File: src/rtl/sfx_pkg.sv
// Shared types for the sound-effect generator: waveform selector and FSM states.
package sfx_pkg;

  typedef enum logic [1:0] {
    WAVE_SQUARE = 2'd0,
    WAVE_SAW    = 2'd1,
    WAVE_TRI    = 2'd2,
    WAVE_RSVD   = 2'd3
  } wave_t;

  typedef enum logic {
    IDLE = 1'b0,
    PLAY = 1'b1
  } state_t;

endpackage

File: src/rtl/sfx_wave_shaper.sv
// Combinational phase-to-sample mapping for square, sawtooth and triangle tones.
module sfx_wave_shaper
  import sfx_pkg::*;
#(
  parameter int DAC_WIDTH = 8
) (
  input  logic [DAC_WIDTH-1:0] phase,
  input  wave_t                wave,
  output logic [DAC_WIDTH-1:0] sample
);

  logic [DAC_WIDTH-1:0] phase_x2;

  // NOTE: every output of a combinational block gets a default before any branch, so no latch is inferred.
  always_comb begin
    phase_x2 = {phase[DAC_WIDTH-2:0], 1'b0};
    sample   = '0;
    case (wave)
      WAVE_SAW: sample = phase;
      WAVE_TRI: sample = phase[DAC_WIDTH-1] ? ~phase_x2 : phase_x2;
      // The reserved code plays a square so a stray select still sounds sane.
      default:  sample = phase[DAC_WIDTH-1] ? '0 : '1;
    endcase
  end

endmodule

File: src/rtl/sfx_generator.sv
// Prioritised multi-event tone generator: picks the highest-priority event, plays a
// shaped tone for its programmed duration and drives a registered DAC sample.
module sfx_generator
  import sfx_pkg::*;
#(
  parameter int DAC_WIDTH = 8,
  parameter int NUM_EVT   = 4,
  parameter int DIV_WIDTH = 16,
  parameter int DUR_WIDTH = 16
) (
  input  logic                                clk,
  input  logic                                rst_i,
  input  logic [NUM_EVT-1:0]                  evt_i,
  input  logic [NUM_EVT-1:0][DIV_WIDTH-1:0]   evt_period_i,
  input  logic [NUM_EVT-1:0][DUR_WIDTH-1:0]   evt_dur_i,
  input  logic [1:0]                          wave_sel_i,
  input  logic                                mute_i,
  output logic [DAC_WIDTH-1:0]                dacCount,
  output logic                                busy_o,
  output logic [$clog2(NUM_EVT)-1:0]          active_evt_o
);

  localparam int EVT_W = $clog2(NUM_EVT);

  state_t               state, state_d;
  logic [DAC_WIDTH-1:0] phase, phase_d;
  logic [DIV_WIDTH-1:0] divcnt, divcnt_d;
  logic [DUR_WIDTH-1:0] durcnt, durcnt_d;
  logic [DIV_WIDTH-1:0] period, period_d;
  wave_t                wave, wave_d;
  logic [EVT_W-1:0]     cur, cur_d;

  logic                 win_vld;
  logic [EVT_W-1:0]     win_idx;
  logic                 start;
  logic [DAC_WIDTH-1:0] shaped;
  logic [DAC_WIDTH-1:0] sample_d;

  // Ascending scan: the last qualifying channel seen is the highest-priority winner.
  always_comb begin
    win_vld = 1'b0;
    win_idx = '0;
    for (int i = 0; i < NUM_EVT; i++) begin
      if (evt_i[i] && (evt_dur_i[i] != '0)) begin
        win_vld = 1'b1;
        win_idx = EVT_W'(i);
      end
    end
  end

  // Equal index restarts too, so retriggering the playing event starts it afresh.
  assign start = win_vld && ((state == IDLE) || (win_idx >= cur));

  always_comb begin
    state_d  = state;
    phase_d  = phase;
    divcnt_d = divcnt;
    durcnt_d = durcnt;
    period_d = period;
    wave_d   = wave;
    cur_d    = cur;
    if (start) begin
      state_d  = PLAY;
      phase_d  = '0;
      divcnt_d = '0;
      durcnt_d = evt_dur_i[win_idx];
      period_d = (evt_period_i[win_idx] == '0) ? DIV_WIDTH'(1) : evt_period_i[win_idx];
      wave_d   = wave_t'(wave_sel_i);
      cur_d    = win_idx;
    end else begin
      case (state)
        PLAY: begin
          if (divcnt == period - DIV_WIDTH'(1)) begin
            divcnt_d = '0;
            phase_d  = phase + DAC_WIDTH'(1);
          end else begin
            divcnt_d = divcnt + DIV_WIDTH'(1);
          end
          if (durcnt == DUR_WIDTH'(1)) begin
            state_d = IDLE;
          end else begin
            durcnt_d = durcnt - DUR_WIDTH'(1);
          end
        end
        default: state_d = IDLE;
      endcase
    end
  end

  sfx_wave_shaper #(
    .DAC_WIDTH(DAC_WIDTH)
  ) u_shaper (
    .phase (phase_d),
    .wave  (wave_d),
    .sample(shaped)
  );

  assign sample_d = ((state_d == PLAY) && !mute_i) ? shaped : '0;

  // NOTE: sequential state uses non-blocking assignments so every register sees pre-edge values.
  always_ff @(posedge clk or posedge rst_i) begin
    if (rst_i) begin
      state    <= IDLE;
      phase    <= '0;
      divcnt   <= '0;
      durcnt   <= '0;
      period   <= '0;
      wave     <= WAVE_SQUARE;
      cur      <= '0;
      dacCount <= '0;
    end else begin
      state    <= state_d;
      phase    <= phase_d;
      divcnt   <= divcnt_d;
      durcnt   <= durcnt_d;
      period   <= period_d;
      wave     <= wave_d;
      cur      <= cur_d;
      dacCount <= sample_d;
    end
  end

  assign busy_o       = (state == PLAY);
  assign active_evt_o = (state == PLAY) ? cur : '0;

endmodule

File: config.mk
export PLATFORM = sky130hd
export DESIGN_NAME = sfx_generator
export DESIGN_NICKNAME = d
export VERILOG_FILES = /design/src/rtl/sfx_pkg.sv /design/src/rtl/sfx_wave_shaper.sv /design/src/rtl/sfx_generator.sv
export SDC_FILE = /design/constraint.sdc
export NUM_CORES = 1
export LEC_CHECK = 0
export CORE_ASPECT_RATIO = 0.6
export CORE_MARGIN = 4
export CORE_UTILIZATION = 49
export DETAILED_ROUTE_END_ITERATION = 12
export GPL_TIMING_DRIVEN = 0
export PLACE_DENSITY_LB_ADDON = 0.15
export SYNTH_ARGS = -nofsm -noshare
export SYNTH_HDL_FRONTEND = slang
export SYNTH_SLANG_ARGS = --single-unit
File: constraint.sdc
create_clock -name clk -period 4.05 [get_ports clk]
set_clock_uncertainty 0.1 [all_clocks]
set_input_delay 1.0125 -clock clk [delete_from_list [all_inputs] [get_ports clk]]
set_output_delay 1.0125 -clock clk [all_outputs]
set_load 0.01 [all_outputs]
==> flow_summary.json <==
{
  "critPathMaxFanout": 10,
  "fin_crit_sh_pct": 107,
  "pre_cts_slack_ps": -2340,
  "synth-edff-count": 0,
  "max_stage_delay_ps": 460,
  "drive_gt1_share_pct": 17.4,
  "synth.avg_cell_area_um2": 8.43,
  "synthCells": 636,
  "layout_common_cells": "clkdlybuf4s50_1, dfrtp_1, a21oi_1",
  "num_rows": 29,
  "ioPinCount": 148,
  "grt_max_degree": 70,
  "synth_top_family_by_area": "simple AND/OR/NAND/NOR gates",
  "seqPwrFrac_pct": 26.5,
  "relSlewSlack_pct": 40.8,
  "coreArea_um2": 10600,
  "cp-end-kind": "flip-flop",
  "synth-seq-cells": 69,
  "r2r_cells": 9,
  "muxShareOfSynthArea_pct": 8.66,
  "wl_per_cell_um": 21.1,
  "pwr-share-clk_pct": 21.2,
  "holdPathEnd": "period[15]$_DFFE_PP0N_",
  "power_density_nw_per_um2": 533,
  "fp.dieH_um": 89.0,
  "antenna_violating_nets_post_route": 0,
  "p_sw_mw": 1.76,
  "synth_ff_type": "dfrtp_1",
  "cts-root-buf": "clkbuf_16",
  "synth_xor_area_share_pct": 6.53,
  "cts_tree": "yes",
  "drc": 0,
  "drv_cap": 0,
  "nNetsFinal": 980,
  "critPathKind": "in -> reg",
  "antenna_found_initial": 0,
  "via_per_inst": 6.30,
  "clkLatencyLatePin_ps": 340,
  "dp_hpwl_mm": 14.7,
  "start_util_pct": 50.4,
  "cp.buffers_inverters": 4,
  "critPathTopFamily": "simple AND/OR/NAND/NOR gates",
  "maxSlewViolCount": 0,
  "ir_drop_v": 0.000504,
  "required_ps": 4160,
  "synth-async-reset-ratio_pct": 100,
  "critPathLaunchType": "input port",
  "mostFrequentLayoutCell": "clkdlybuf4s50_1",
  "violations": "negative setup slack",
  "gp_congestion": 0.931,
  "synth_nets": 782,
  "grtUsageTotal_pct": 31.2,
  "hold_violations": 0,
  "synth_simple_gate_area_share_pct": 23.6,
  "holdCritStartpoint": "period[15]$_DFFE_PP0N_",
  "die_w_um": 143,
  "dieArea_um2": 12700,
  "worst_pin_slew_ps": 888,
  "drt_iter0_markers": 579,
  "syn_area_um2": 5360,
  "reg2reg_from": "period[0]$_DFFE_PP0N_",
  "rsz0062_at_grt": "true",
  "vias": 6169,
  "grt_pass1_vias": 6118,
  "min_path_cells": 2,
  "setup_slack_ps": -289,
  "synth_fa_ha_area_share_pct": 2.10,
  "synth_compound_area_share_pct": 22.6,
  "intPower_mw": 2.54,
  "p_leak_nw": 3.35,
  "period_needed_ps": 4340,
  "cp.arrival_ps": 4450,
  "switching_share_pct": 40.9,
  "cts_sinks": 69,
  "r2r_end": "dacCount[0]$_DFF_PP0_",
  "seq_area_frac_synth_pct": 32.2,
  "ff2ff_setup_slack_ps": 230,
  "portBuffers": 147,
  "setup_viol": 8,
  "yosys.cell_types.count": 61,
  "combPwrFrac_pct": 52.3,
  "critPathSlowestCell": "or4_4",
  "clk_pin_slew_worst_paths_ps": 60,
  "ys_warn_count": 0,
  "status": "finished, violations left",
  "power_mw": 4.30,
  "dr.pass1.iters": 5,
  "path_cells": "clkdlybuf4s15_2 -> or4_4 -> o41ai_4 -> clkbuf_8 -> nand2_4 -> ha_4 -> o21ai_4 -> a31o_4 -> buf_6 -> buf_6 -> nand2_2 -> nand2_2 -> ha_4 -> nand3b_1 -> mux2_4 -> nand4_1 -> o22ai_2",
  "hold_class": "reg -> reg",
  "syn2layout_area_growth_pct": 50.4,
  "grt-ovfl-total": 0,
  "hold_ws_ps": 436,
  "cts_buffers": 9,
  "cts_buffer_depth": 2,
  "routed_wl_mm": 20.7,
  "max_freq_ghz": 0.230,
  "grt_pass1_wl_mm": 31.2,
  "cts_max_level": 3
}
-- logic make-up after synthesis --
| kind of cell | after synthesis |
|---|---|
| buf+inv | 57 |
| flops | 69 |
| fa+ha+maj | 9 |
| mux | 45 |
| xor+xnor | 40 |
| simple gates | 230 |
| compound gates | 186 |
-- state kept, by name, indices dropped and copies added, names as in the netlist --
signal	cells
cur	2
phase	8
wave	2
divcnt	16
dacCount	8
period	16
durcnt	16
busy_o	1
-- timing repair --
action / CTS / global route
gates resized for setup: 126 / 20
setup buffers: 21 / 27
hold buffers: 0 / 0
setup endpoints to repair: 69 / 45
pin swaps: 20 / 25
-- worst min-delay path: stages, from the launching register on --
cell	delay, ps
dfrtp_1	370
nand2_1	50
o21ai_0	70
-- power by group through the flow --
| stage | clock network, mW | registers [mW] | logic (mW) |
|---|---|---|---|
| floorplan | 0 | 1.09 | 1.29 |
| global placement | 0 | 1.11 | 1.82 |
| detailed placement | 0 | 1.13 | 1.89 |
| CTS | 0.918 | 1.13 | 2.11 |
| global route | 0.947 | 1.17 | 2.42 |
| finish | 0.913 | 1.14 | 2.25 |
-- final cells by class --
class                      instances  area (um2)
clock buffer                      12         246
antenna                            1        2.50
fill                             731        2570
buffer                            31         214
clock inverter                     4        95.1
tap                              139         174
multi-input combinational        510        3750
timing repair buffer             195        1790
sequential                        69        1730
inverter                          18        70.1
-- cells in the mapped netlist, types with 14 or more instances --
master / number / share of area, %
a211oi_1: 28 / 3.9
a21oi_1: 51 / 4.8
a22o_1: 15 / 2.4
and3_1: 14 / 1.6
clkbuf_1: 23 / 1.6
dfrtp_1: 69 / 32
inv_1: 18 / 1.3
mux2i_1: 40 / 7.5
nand2_1: 48 / 3.4
nand3_1: 15 / 1.4
nand4_1: 16 / 1.9
nor2_1: 39 / 2.7
nor2b_1: 21 / 2.4
nor3_1: 17 / 1.6
nor4_1: 18 / 2.1
o21ai_0: 40 / 3.7
xnor2_1: 24 / 3.9
xor2_1: 16 / 2.6
-- per-layer routing --
layer	global-route usage, %	wire length, um	up-vias
met5	0	0	-
met3	8.23	1850	59
li1	-	-	2763
met1	40.2	8680	2990
met4	10.0	567	0
met2	52.1	9600	357
-- worst max-delay path by stage --
| stage | start | endpoint | slack, ps | depth (start not counted) |
|---|---|---|---|---|
| 3_3_place_gp | evt_i[3] | dacCount[7]$_DFF_PP0_ | -2130 | 18 |
| 4_1_cts | evt_dur_i[38] | dacCount[5]$_DFF_PP0_ | -300 | 17 |
| 3_5_place_dp | evt_i[3] | dacCount[7]$_DFF_PP0_ | -2340 | 18 |
| 2_1_floorplan | evt_dur_i[35] | dacCount[7]$_DFF_PP0_ | -610 | 17 |
| 6_report | evt_dur_i[35] | dacCount[2]$_DFF_PP0_ | -290 | 17 |
| 5_1_grt | evt_dur_i[35] | dacCount[2]$_DFF_PP0_ | -370 | 17 |
-- metrics by stage --
| step | area (um2) | TNS (ps) | util [%] | cells |
|---|---|---|---|---|
| floorplan | 5450 | -4720 | - | 636 |
| global placement | 7100 | -94690 | 66.8 | 922 |
| detailed placement | 7100 | -101820 | 66.8 | 922 |
| CTS | 7880 | -2180 | 74.1 | 954 |
| global route | 8060 | -2640 | 75.8 | 978 |
| finish | 8070 | -2000 | 75.9 | 979 |
Note: power is estimated with default switching activity, not from simulation.
